`src/rtl/pi_run_controller.sv`:
```
// pi_run_controller
// -----------------
// Runs one Monte Carlo pi-estimation run. A start command captures the sample
// count and clears the external hit accumulator. The block then requests
// samples from the generator/tester pipeline, never with more than PIPE_DEPTH
// results in flight. When every outstanding result has come back, it latches
// the final hit count and raises done.
//
// Ports
//   clk          system clock, rising edge
//   reset        asynchronous, active-high reset
//   start        run command, accepted only in IDLE or DONE
//   abort        stop issuing, drain in-flight results, finish early
//   num_samples  number of samples to run, captured on an accepted start
//   smp_req      request one sample from the generator
//   smp_ack      generator accepts the request (issue = smp_req & smp_ack)
//   res_valid    one tester result returns
//   acc_enable   accumulator enable; its rising edge clears the accumulator
//   acc_result   accumulator hit count
//   busy         run in progress (CLEAR, RUN, DRAIN)
//   done         run finished, held until the next accepted start
//   aborted      last run was ended by abort
//   err          sticky: res_valid arrived with nothing outstanding
//   hits_out     latched hit count of the last run
//   total_out    number of samples actually issued in the last run
module pi_run_controller #(
    parameter int CNT_W      = 32,
    parameter int PIPE_DEPTH = 8
) (
    input  logic             clk,
    input  logic             reset,
    input  logic             start,
    input  logic             abort,
    input  logic [CNT_W-1:0] num_samples,
    output logic             smp_req,
    input  logic             smp_ack,
    input  logic             res_valid,
    output logic             acc_enable,
    input  logic [CNT_W-1:0] acc_result,
    output logic             busy,
    output logic             done,
    output logic             aborted,
    output logic             err,
    output logic [CNT_W-1:0] hits_out,
    output logic [CNT_W-1:0] total_out
);

    typedef enum logic [2:0] {
        S_IDLE,
        S_CLEAR,
        S_RUN,
        S_DRAIN,
        S_DONE
    } state_t;

    localparam logic [CNT_W-1:0] DEPTH = CNT_W'(PIPE_DEPTH);
    localparam logic [CNT_W-1:0] ONE   = CNT_W'(1);

    state_t           state_q, state_d;
    logic [CNT_W-1:0] target_q, target_d;
    logic [CNT_W-1:0] issued_q, issued_d;
    logic [CNT_W-1:0] outst_q, outst_d;
    logic [CNT_W-1:0] hits_q, hits_d;
    logic [CNT_W-1:0] total_q, total_d;
    logic             aborted_q, aborted_d;
    logic             err_q, err_d;
    logic             issue;
    logic             retire;

    always_comb begin
        // NOTE: every signal gets a default before any branch; otherwise an
        // unassigned path would infer a latch.
        state_d   = state_q;
        target_d  = target_q;
        issued_d  = issued_q;
        outst_d   = outst_q;
        hits_d    = hits_q;
        total_d   = total_q;
        aborted_d = aborted_q;
        err_d     = err_q;

        // The request uses only registered state, plus the abort gate, which
        // has to stop issuing in the same cycle abort is raised.
        smp_req = (state_q == S_RUN) && (issued_q < target_q) &&
                  (outst_q < DEPTH) && !abort;
        issue   = smp_req && smp_ack;
        // A result that arrives with nothing in flight is counted as an error
        // and never retires anything, so the counter cannot underflow.
        retire  = res_valid && (outst_q != '0);

        if (res_valid && (outst_q == '0)) begin
            err_d = 1'b1;
        end

        if (issue && !retire) begin
            outst_d = outst_q + ONE;
        end else if (retire && !issue) begin
            outst_d = outst_q - ONE;
        end

        if (issue) begin
            issued_d = issued_q + ONE;
        end

        unique case (state_q)
            S_IDLE, S_DONE: begin
                if (start) begin
                    target_d  = num_samples;
                    issued_d  = '0;
                    outst_d   = '0;
                    aborted_d = 1'b0;
                    state_d   = S_CLEAR;
                end
            end
            S_CLEAR: begin
                if (target_q == '0) begin
                    // acc_result still holds the previous run's count this
                    // cycle, because the clear lands on this edge. An empty
                    // run therefore records zero directly.
                    hits_d  = '0;
                    total_d = '0;
                    state_d = S_DONE;
                end else begin
                    state_d = S_RUN;
                end
            end
            S_RUN: begin
                if (abort) begin
                    aborted_d = 1'b1;
                    state_d   = S_DRAIN;
                end else if (issued_q == target_q) begin
                    state_d = S_DRAIN;
                end
            end
            S_DRAIN: begin
                if (outst_q == '0) begin
                    hits_d  = acc_result;
                    total_d = issued_q;
                    state_d = S_DONE;
                end
            end
            default: state_d = S_IDLE;
        endcase
    end

    // NOTE: sequential state uses non-blocking assignments only, so all
    // registers update together from the values they held before the edge.
    always_ff @(posedge clk or posedge reset) begin
        // NOTE: every register is reset. The block holds no memory array, so
        // it costs little to return it to a fully known state.
        if (reset) begin
            state_q   <= S_IDLE;
            target_q  <= '0;
            issued_q  <= '0;
            outst_q   <= '0;
            hits_q    <= '0;
            total_q   <= '0;
            aborted_q <= 1'b0;
            err_q     <= 1'b0;
        end else begin
            state_q   <= state_d;
            target_q  <= target_d;
            issued_q  <= issued_d;
            outst_q   <= outst_d;
            hits_q    <= hits_d;
            total_q   <= total_d;
            aborted_q <= aborted_d;
            err_q     <= err_d;
        end
    end

    assign busy       = (state_q == S_CLEAR) || (state_q == S_RUN) ||
                        (state_q == S_DRAIN);
    assign acc_enable = busy;
    assign done       = (state_q == S_DONE);
    assign aborted    = aborted_q;
    assign err        = err_q;
    assign hits_out   = hits_q;
    assign total_out  = total_q;

endmodule

```
`config.mk`:
```
export PLATFORM = sky130hd
export DESIGN_NAME = pi_run_controller
export DESIGN_NICKNAME = d
export VERILOG_FILES = /design/src/rtl/pi_run_controller.sv
export SDC_FILE = /design/constraint.sdc
export NUM_CORES = 1
export LEC_CHECK = 0
export ABC_AREA = 1
export BUFFER_PORTS_ARGS = -buffer_cell sky130_fd_sc_hd__buf_2
export CAP_MARGIN = 5
export CORE_MARGIN = 2
export CORE_UTILIZATION = 59
export CTS_BUF_LIST = sky130_fd_sc_hd__clkbuf_8
export DETAILED_ROUTE_END_ITERATION = 7
export PLACE_DENSITY_LB_ADDON = 0.15
export SYNTH_ARGS = -nofsm -noshare
export SYNTH_HDL_FRONTEND = slang
export SYNTH_SLANG_ARGS = --single-unit
```
`constraint.sdc`:
```
create_clock -name clk -period 6.9 [get_ports clk]
set_input_delay 1.38 -clock clk [delete_from_list [all_inputs] [get_ports clk]]
set_output_delay 1.38 -clock clk [all_outputs]
set_load 0.02 [all_outputs]
```
* Word level (Yosys, flattened, before mapping)
Cells that the tools add are included.
** Word-level totals
- Register bits :: 165
- Output and inout port bits :: 70
** Cells by class
- Reductions and logical operators :: 24
- Eq/ne operators :: 10
- Muxes and demuxes :: 21
- $lt $le $gt $ge :: 2
- $add $sub $neg :: 3
** Operators by type and width (number)
- $mux W32 :: 10
- $pmux W32 S2 :: 2
- $add A32 B1 Y32 const B :: 2
- $logic_not A32 Y1 :: 2
- $eq A32 B32 Y1 :: 1
- $lt A32 B32 Y1 :: 1
- $lt A32 B4 Y1 const B :: 1
- $reduce_bool A32 Y1 :: 1
- $sub A32 B1 Y32 const B :: 1
- $mux W3 :: 5
- $pmux W3 S4 :: 1
- $reduce_and A3 Y1 :: 3
- $logic_and A1 B1 Y1 :: 8
- $ne A2 B2 Y1 const B :: 4
- $eq A3 B2 Y1 const B :: 2
- $reduce_bool A2 Y1 :: 2
- $eq A3 B1 Y1 const B :: 1
- $eq A3 B3 Y1 const B :: 1
- $logic_not A1 Y1 :: 3
- $logic_not A3 Y1 :: 1
- $ne A3 B2 Y1 const B :: 1
- $logic_or A1 B1 Y1 :: 2
- $mux W1 :: 2
- $pmux W1 S2 :: 1
- 2 further kinds :: 2

* Longest topological paths before layout
Gate-level depths: netlist of run 1.
- Depth after elaboration :: 11
- Gate-level depth with buffers :: 20
- Gate-level depth less buffers :: 19

* Least setup slack after synthesis of run 1
No wires, ideal clock.
- Kind :: input -> output
- From :: in abort
- To :: out smp_req
- Path buffers :: 0
- Stages :: 7
- Path slack :: 3502 ps
- Arrival time :: 2018 ps
- Cells stage by stage :: inv_1 > nand3_1 > nor2_1 > nand3_1 > nor2_2 > nand2_1 > inv_1
** On the way
- Word-level cells in the longest chain between the ends :: 2
** RTL lines
- from (decl) :: line 33 : input logic abort,
- $logic_not A1 Y1 :: line 85 : (outst_q < DEPTH) && !abort;
- $logic_and A1 B1 Y1 :: line 85
- to (decl) :: line 35 : output logic smp_req,
No other way between the ends.

* Worst setup path in the final report of run 1
- From :: reg issued_q[31]
- To :: out smp_req
** On the way
- Word-level cells in the longest chain between the ends :: 4
** RTL lines
- from (decl) :: line 61 : logic [CNT_W-1:0] issued_q, issued_d;
- from (signal assigned) :: line 163 : issued_q <= issued_d;
- $lt A32 B32 Y1 :: line 84 : smp_req = (state_q == S_RUN) && (issued_q < target_q) &&
- $logic_and A1 B1 Y1 (2 in series) :: line 84
- $logic_and A1 B1 Y1 :: line 85
No other way between the ends.

==> metrics list, run 1 <==
* Iter 0 DRT Violations: 702
- Area growth from synthesis to layout: 12.78%
- The floorplan step defined a die boundary enclosing 16600 um2.
* Peak ir drop on the vdd network: 0.0002144 V
* Max-cap violations: 0
- Clock insertion delay at the later pin of the skew report: 0.47 ns
- In the final design database the tool counted 1426 nets.
- After clock tree synthesis, the clock-pin slew on the worst setup and hold paths is 0.08 ns.
- Counting I/O delays and the setup requirement, the final critical path takes 3.832 ns.
- Transition time at the pin with the least slew margin: 1.119 ns
- Dividing the synthesized area by the synthesized cell count gives 7.681 um2.
- Mapped Nets: 1302
- Row generation in the floorplan step produced 45 rows.
- Post-CTS setup buffers: 0
- Dividing the detail-routed via count by the number of cells gives 5.396.
* Post-Route Hold Slack: 0.4643 ns
- GRT Overall Usage: 28.87%
* Initial cell density of the core: 60.48%
- Setup repair after global routing left no endpoint under its margin.
* Std-Cell Core Area: 15200 um2
- Result of the run: complete, no violations
- Height of the die: 128.8 um
- Adding up every negative setup slack in the final design gives 0 ns.
* Via count of the first global-routing pass: 7680
* FFs w/ async S/R, synth: 100.0%
* Number of hold buffers added after CTS: 0
* Share of the clock period used by the worst path: 55.54%
* Half-perimeter wire length of the detailed placement result: 16.07 mm
* Areal power density over the cells: 379.3 nW/um2
- The most used flip-flop cell after synthesis is sky130_fd_sc_hd__dfrtp_1.
* Detailed Route WL: 22.81 mm
- Ant diodes: 0
- Derived from the worst setup path, the maximum achievable clock frequency is 261.0 MHz.
- Worst EP arrival: 2.45 ns
* Clock skew: 0.01721 ns
* Largest net degree at the start of global routing: 98
* Worst setup timing slack at the placement stage: 3.223 ns
- The routed layout has 8213 vias.
- Cts bufs inserted: 17
- The analysis attributes to cell leakage a power of 5.724 nW.
- Register bit count reported by yosys: 165
- The worst pin sits at a relative slew slack of 25.28%.
- CTS placed an instance of sky130_fd_sc_hd__clkbuf_8 at the clock tree root.
* Wire length of the first global-routing pass: 37.92 mm
- Placer's final routability congestion estimate: 0.9706
* Nature of the critical path startpoint: flop
- The final max-slew violation count is 0.
- Crit path required time: 5.52 ns
* Synthesized area: 9194 um2
* Width of the chip: 128.8 um
- During synthesis, Yosys emitted a total of 0 warnings.
- Resize count post-CTS: 0
- Input and output buffers added on the ports amount to 139.
* Share of cells above drive strength 1: 15.59%
- Detailed-routing iteration count for the pre-antenna-repair pass: 5
- Max Root-Sink Buffers: 2
- Number of clock sinks: 165
* Worst Setup Slack, final: 3.068 ns
- The count of final hold-check violations is 0.
* TritonCTS clock tree: built
* I/O pin count: 140
- After detailed routing, the number of remaining DRC violations is 0.
- The tightest min-delay check is of the reg -> reg type.
- Counting the fill cells in the layout gives 1356.
- After detailed routing, the average wire length per cell comes to 14.99 um.
* Number of synthesized flops with an enable pin: 0
- The worst setup path is of the reg -> out kind.
- Level count of the clock H-tree: 4
- Worst-path fanout max: 4
- The total overflow left after global routing is 0.
- Setup violations remaining at the end of the flow were counted as 0.
* Post-synthesis cell count: 1197
* Number of antenna violations at the first check in global routing: 1
- After synthesis, flip-flops and latches occupy 44.91% of the total area.
- The worst setup path is captured at an output port.
- Antenna viol nets, final: 0
* Number of library cell types mapped by synthesis: 41
-- state kept, by name (all words and copies together), names as in the netlist --
| name | flops |
|---|---|
| err | 1 |
| issued_q | 32 |
| target_q | 32 |
| state_q | 3 |
| outst_q | 32 |
| total_out | 32 |
| aborted | 1 |
| hits_out | 32 |
-- cell usage after synthesis (2+ instances only) --
| cell | instances | area [um2] |
|---|---|---|
| sky130_fd_sc_hd__a21oi_1 | 39 | 195.2 |
| sky130_fd_sc_hd__o21a_1 | 6 | 45.04 |
| sky130_fd_sc_hd__nand2_1 | 343 | 1287 |
| sky130_fd_sc_hd__buf_6 | 16 | 180.2 |
| sky130_fd_sc_hd__o21ai_1 | 5 | 25.02 |
| sky130_fd_sc_hd__xnor2_1 | 7 | 61.31 |
| sky130_fd_sc_hd__nor2_4 | 3 | 33.78 |
| sky130_fd_sc_hd__ha_1 | 35 | 437.9 |
| sky130_fd_sc_hd__nand2_2 | 3 | 18.77 |
| sky130_fd_sc_hd__inv_1 | 128 | 480.5 |
| sky130_fd_sc_hd__nand4_1 | 22 | 137.6 |
| sky130_fd_sc_hd__o21ai_0 | 57 | 285.3 |
| sky130_fd_sc_hd__and3_1 | 2 | 12.51 |
| sky130_fd_sc_hd__clkbuf_1 | 17 | 63.81 |
| sky130_fd_sc_hd__nand3b_1 | 6 | 45.04 |
| sky130_fd_sc_hd__nor2_1 | 128 | 480.5 |
| sky130_fd_sc_hd__dfrtp_1 | 165 | 4129 |
| sky130_fd_sc_hd__nor3b_1 | 4 | 30.03 |
| sky130_fd_sc_hd__buf_4 | 2 | 15.01 |
| sky130_fd_sc_hd__nor4_1 | 13 | 81.33 |
| sky130_fd_sc_hd__a22oi_1 | 5 | 37.54 |
| sky130_fd_sc_hd__nor3_2 | 2 | 20.02 |
| sky130_fd_sc_hd__nor3_1 | 24 | 120.1 |
| sky130_fd_sc_hd__o21bai_1 | 3 | 22.52 |
| sky130_fd_sc_hd__inv_2 | 5 | 18.77 |
| sky130_fd_sc_hd__xor2_1 | 16 | 140.1 |
| sky130_fd_sc_hd__nor2_2 | 10 | 62.56 |
| sky130_fd_sc_hd__nand3_2 | 3 | 30.03 |
| sky130_fd_sc_hd__nand3_1 | 112 | 560.5 |
| sky130_fd_sc_hd__buf_2 | 3 | 15.01 |
| sky130_fd_sc_hd__a21o_1 | 3 | 22.52 |
-- cells in the final DEF (no fill, tap or decap), types with 3 or more instances in the layout --
master / netlist / routed
sky130_fd_sc_hd__xnor2_1: 7 / 7
sky130_fd_sc_hd__bufinv_16: 0 / 5
sky130_fd_sc_hd__clkinv_4: 0 / 3
sky130_fd_sc_hd__nand3b_1: 6 / 6
sky130_fd_sc_hd__o21ai_0: 57 / 57
sky130_fd_sc_hd__o21bai_1: 3 / 3
sky130_fd_sc_hd__xor2_1: 16 / 16
sky130_fd_sc_hd__nor2_4: 3 / 5
sky130_fd_sc_hd__a22oi_1: 5 / 5
sky130_fd_sc_hd__nand2_2: 3 / 3
sky130_fd_sc_hd__a21oi_1: 39 / 39
sky130_fd_sc_hd__nor2_1: 128 / 126
sky130_fd_sc_hd__buf_2: 3 / 139
sky130_fd_sc_hd__inv_2: 5 / 5
sky130_fd_sc_hd__buf_4: 2 / 5
sky130_fd_sc_hd__nand4_1: 22 / 22
sky130_fd_sc_hd__dfrtp_1: 165 / 165
sky130_fd_sc_hd__nor3_1: 24 / 24
sky130_fd_sc_hd__o21ai_1: 5 / 5
sky130_fd_sc_hd__nor2_2: 10 / 10
sky130_fd_sc_hd__inv_1: 128 / 130
sky130_fd_sc_hd__nor3b_1: 4 / 4
sky130_fd_sc_hd__nand3_1: 112 / 112
sky130_fd_sc_hd__clkbuf_8: 0 / 18
sky130_fd_sc_hd__a21o_1: 3 / 3
sky130_fd_sc_hd__ha_1: 35 / 35
sky130_fd_sc_hd__nor4_1: 13 / 13
sky130_fd_sc_hd__nand3_2: 3 / 3
sky130_fd_sc_hd__nand2_1: 343 / 343
sky130_fd_sc_hd__o21a_1: 6 / 6
-- through the flow --
stage               total power, mW  std cells  instance area [um2]  utilization [%]
global placement              3.089       1490                 9912            65.20
detailed placement            3.127       1490                 9912            65.20
floorplan                     2.733       1197                 9194                -
CTS                           3.939       1522                10370            68.21
global route                  4.245       1522                10370            68.21
finish                        3.933       1522                10370            68.21
-- kinds of logic (layout without fill, tap and decap cells) --
| group | count (synthesis) | count (layout) | synth area share [%] |
|---|---|---|---|
| simple gates | 679 | 679 | 32.42 |
| buf+inv | 173 | 310 | 8.519 |
| flops | 165 | 165 | 44.91 |
| compound gates | 122 | 122 | 7.199 |
| fa+ha+maj | 35 | 35 | 4.763 |
| xor+xnor | 23 | 23 | 2.191 |
-- worst max-delay path, stage by stage (launching register included) --
cell,delay (ns)
sky130_fd_sc_hd__dfrtp_1,0.48
sky130_fd_sc_hd__ha_1,0.36
sky130_fd_sc_hd__nand2_1,0.08
sky130_fd_sc_hd__nor2_1,0.20
sky130_fd_sc_hd__nand4_1,0.20
sky130_fd_sc_hd__a21oi_1,0.27
sky130_fd_sc_hd__nor2_2,0.10
sky130_fd_sc_hd__nand2_1,0.11
sky130_fd_sc_hd__inv_1,0.05
sky130_fd_sc_hd__buf_2,0.15
-- power by group --
group / internal [mW] / switching [mW] / total [mW]
logic: 0.530 / 1.16 / 1.69
clock network: 0.439 / 0.374 / 0.813
registers: 1.24 / 0.191 / 1.43
-- per-layer routing --
layer	track usage (%)	up-vias	part of all wire [%]
met4	9.974	0	2.3
met1	41.66	3762	46
met5	0	-	0
met3	5.613	41	7.5
li1	-	4113	-
met2	43.95	297	44
-- layout make-up --
class	instances	area, um2	share of cell area [%]
multi-input cells	859	4304	41.51
flip-flops and latches	165	4129	39.82
repair buffers	144	733.2	7.071
inverters	134	510.5	4.923
clock buffers	18	247.7	2.389
well taps	188	235.2	2.269
clock inverters	14	209.0	2.015
-- final timing paths --
check | from | endpoint | slack (ns) | cells after the start
worst min-delay path | err | err | 0.46 | 1
min in group asynchronous | reset | outst_q[29] | 1.10 | 2
worst max register to register | issued_q[31] | outst_q[2] | 3.96 | 12
worst min register to register | err | err | 0.46 | 1
max in group asynchronous | reset | issued_q[31] | 4.39 | 3
worst max-delay path | issued_q[31] | smp_req | 3.07 | 9
No activity file was read; power rests on OpenSTA's default activity.
==> inputs of run 2 (changes only) <==
==> constraint.sdc (replaced) <==
create_clock -name clk -period 3.7 [get_ports clk]
set_input_delay 0.74 -clock clk [delete_from_list [all_inputs] [get_ports clk]]
set_output_delay 0.74 -clock clk [all_outputs]
set_load 0.02 [all_outputs]
==> metrics list, run 2 (same netlist as run 1, synthesis figures left out) <==
- The count of final hold-check violations came to 0.
- Final setup violation count: 0
* Critical Path Most Common Cell: sky130_fd_sc_hd__nand2_1
- DIE AREA: 16600 um2
- Power spread over the standard cell area amounts to 707.3 nW/um2.
- The clock network is responsible for 20.1% of the overall power.
- Total of buffers placed on input and output ports: 139
* Share of cells above drive strength 1: 15.88%
* Clock insertion delay at the later pin of the skew report: 0.47 ns
- Worst setup timing slack at the placement stage: 0.9566 ns
- The internal power of the cells totals 4.054 mW.
- Antenna viol nets, final: 0
* Routed WL per cell: 14.96 um
* Max-slew headroom: 27.54%
* Worst Setup Slack, final: 0.6427 ns
- Number of antenna violations at the first check in global routing: 0
- Worst-path fanout max: 5
- Iter 0 DRT Violations: 773
* Startpoint-to-endpoint class of the critical path: reg -> out
* Worst path buffer plus inverter count: 2
- The analysis attributes to net switching a power of 3.291 mW.
- Setup repair after global routing missed its margin: no
- Width of the chip: 128.8 um
- Worst EP arrival: 2.32 ns
* Worst-path cell with the longest stage delay: sky130_fd_sc_hd__dfrtp_1
* Level count of the clock H-tree: 4
- Final Max Tran Viols: 0
- Height of the die: 128.8 um
- Tmin final: 3.057 ns
- Combinational share of power: 43.6%
- The first global-routing pass estimated 37.90 mm of wire.
- Sum of internal, switching and leakage power: 7.345 mW
- In this run the critical register-to-register path is launched from outst_q[0].
* Peak ir drop on the vdd network: 0.0003364 V
- Nature of the critical path startpoint: flop
- After detailed routing, the number of vias per cell comes to 5.449.
- The filler cells instantiated in the layout total 1334.
- Wires add up to 22.78 mm.
- Tracing the worst setup path back leads to its startpoint at issued_q[31].
- For the pin with the worst max-slew slack, the measured transition is 1.085 ns.
* Ant diodes: 0
* Crit path required time: 2.96 ns
- Share of the clock period used by the worst path: 82.63%
* Placer's final routability congestion estimate: 0.9316
- TritonCTS built the clock tree.
- Derived from the worst setup path, the maximum achievable clock frequency is 327.1 MHz.
- Setup Total Neg Slack: 0 ns
- Summing all flip-flop and latch instances after layout gives 4129 um2.
- Clock-pin slew was measured on the worst setup and hold paths at 0.09 ns.
- In this run the clock root is driven by a sky130_fd_sc_hd__clkbuf_8.
- Once the floorplan was initialized, standard cells occupied 60.48% of the core.
* GRT overflow: 0
* Net switching share of the total power: 44.80%
- Post-CTS timing repair inserted 0 buffers for setup.
- Result of the run: complete, no violations
* I/O pin count: 140
- Worst Setup End Kind: output port
- Max Root-Sink Buffers: 2
- In this design, the stage delay of the slowest critical-path cell is 0.43 ns.
- Chain of cells forming the critical path: ha_1, nand2_1, nor2_1, nand4_1, nor3_2, nand2_2, nand2_1, inv_1, buf_2
- Before antenna repair, the detailed router went through 7 iterations.
* Via count of the first global-routing pass: 7730
- Multi-input gate area in the final layout: 4304 um2
- Cell leakage power: 5.716 nW
- In the layout the commonest cells are sky130_fd_sc_hd__nand2_1 (343), sky130_fd_sc_hd__dfrtp_1 (165), sky130_fd_sc_hd__buf_2 (139), sky130_fd_sc_hd__inv_1 (127), sky130_fd_sc_hd__nor2_1 (126).
- Relative to the synthesized area, the layout overhead comes to 12.96%.
- Final net count: 1427
- Sequential cells burn 36.3% of the power.
- Post-CTS repair changed the size of 0 cells.
* Cts bufs inserted: 17
- The HPWL after detailed placement is 16.38 mm.
- Max-cap violations: 0
* Clock skew: 0.01422 ns
- Most common library cell in the layout ignoring fill and taps: sky130_fd_sc_hd__nand2_1
- In this run the core area contains 45 standard-cell rows.
- Std-Cell Core Area: 15200 um2
- Family with the most delay on the worst path: simple AND/OR/NAND/NOR gates
- In this run, post-CTS hold repair placed 0 buffers.
- The final route contains 8299 vias.
* Hold Path Class: in -> async
- For this design, the sink count on the clock tree is 165.
- Post-detailed-route DRC marker count: 0
* Largest net degree at the start of global routing: 116
* GRT Overall Usage: 28.84%
run 2: per-stage QoR:
stage                     std cells  hold slack (ns)  utilization [%]  instance area (um2)
after floorplan                1197           0.4571                -                 9198
final                          1523           0.4651            68.31                10390
after CTS                      1523           0.4592            68.31                10390
after global routing           1523           0.4683            68.31                10390
after global placement         1491           0.4578            65.33                 9931
after detailed placement       1491           0.4594            65.33                 9931
run 2: cell type report:
type | instances | share of cell area (%)
multi-input cells | 859 | 41.45
flip-flops and latches | 165 | 39.76
repair buffers | 145 | 7.253
inverters | 134 | 4.904
well taps | 188 | 2.265
clock buffers | 17 | 2.253
clock inverters | 15 | 2.120
run 2: power groups by stage:
stage	logic, mW	clock network (mW)	registers [mW]
floorplan	2.25	0	2.85
global placement	3.13	0	2.69
detailed placement	3.19	0	2.69
CTS	3.21	1.50	2.66
global route	3.64	1.58	2.73
finish	3.20	1.48	2.67
run 2: worst min-delay path, stage by stage:
cell and delay [ns]:
sky130_fd_sc_hd__buf_2 0.11, sky130_fd_sc_hd__clkinvlp_4 0.08, sky130_fd_sc_hd__buf_12 0.47
run 2: path summary, 6_finish.rpt:
check	endpoint	slack (ns)	depth (start not counted)
max	smp_req	0.64	9
min	total_out[18]	0.47	3
max reg2reg	total_out[9]	0.89	11
min reg2reg	hits_out[25]	0.48	2
max in group asynchronous	outst_q[4]	2.78	3
min in group clk	target_q[4]	0.47	3
run 2: layer usage:
metal	track usage, %	wire length [um]
met1	42.23	10800
met2	44.23	10020
met3	4.782	1464
met4	9.143	501
met5	0	0
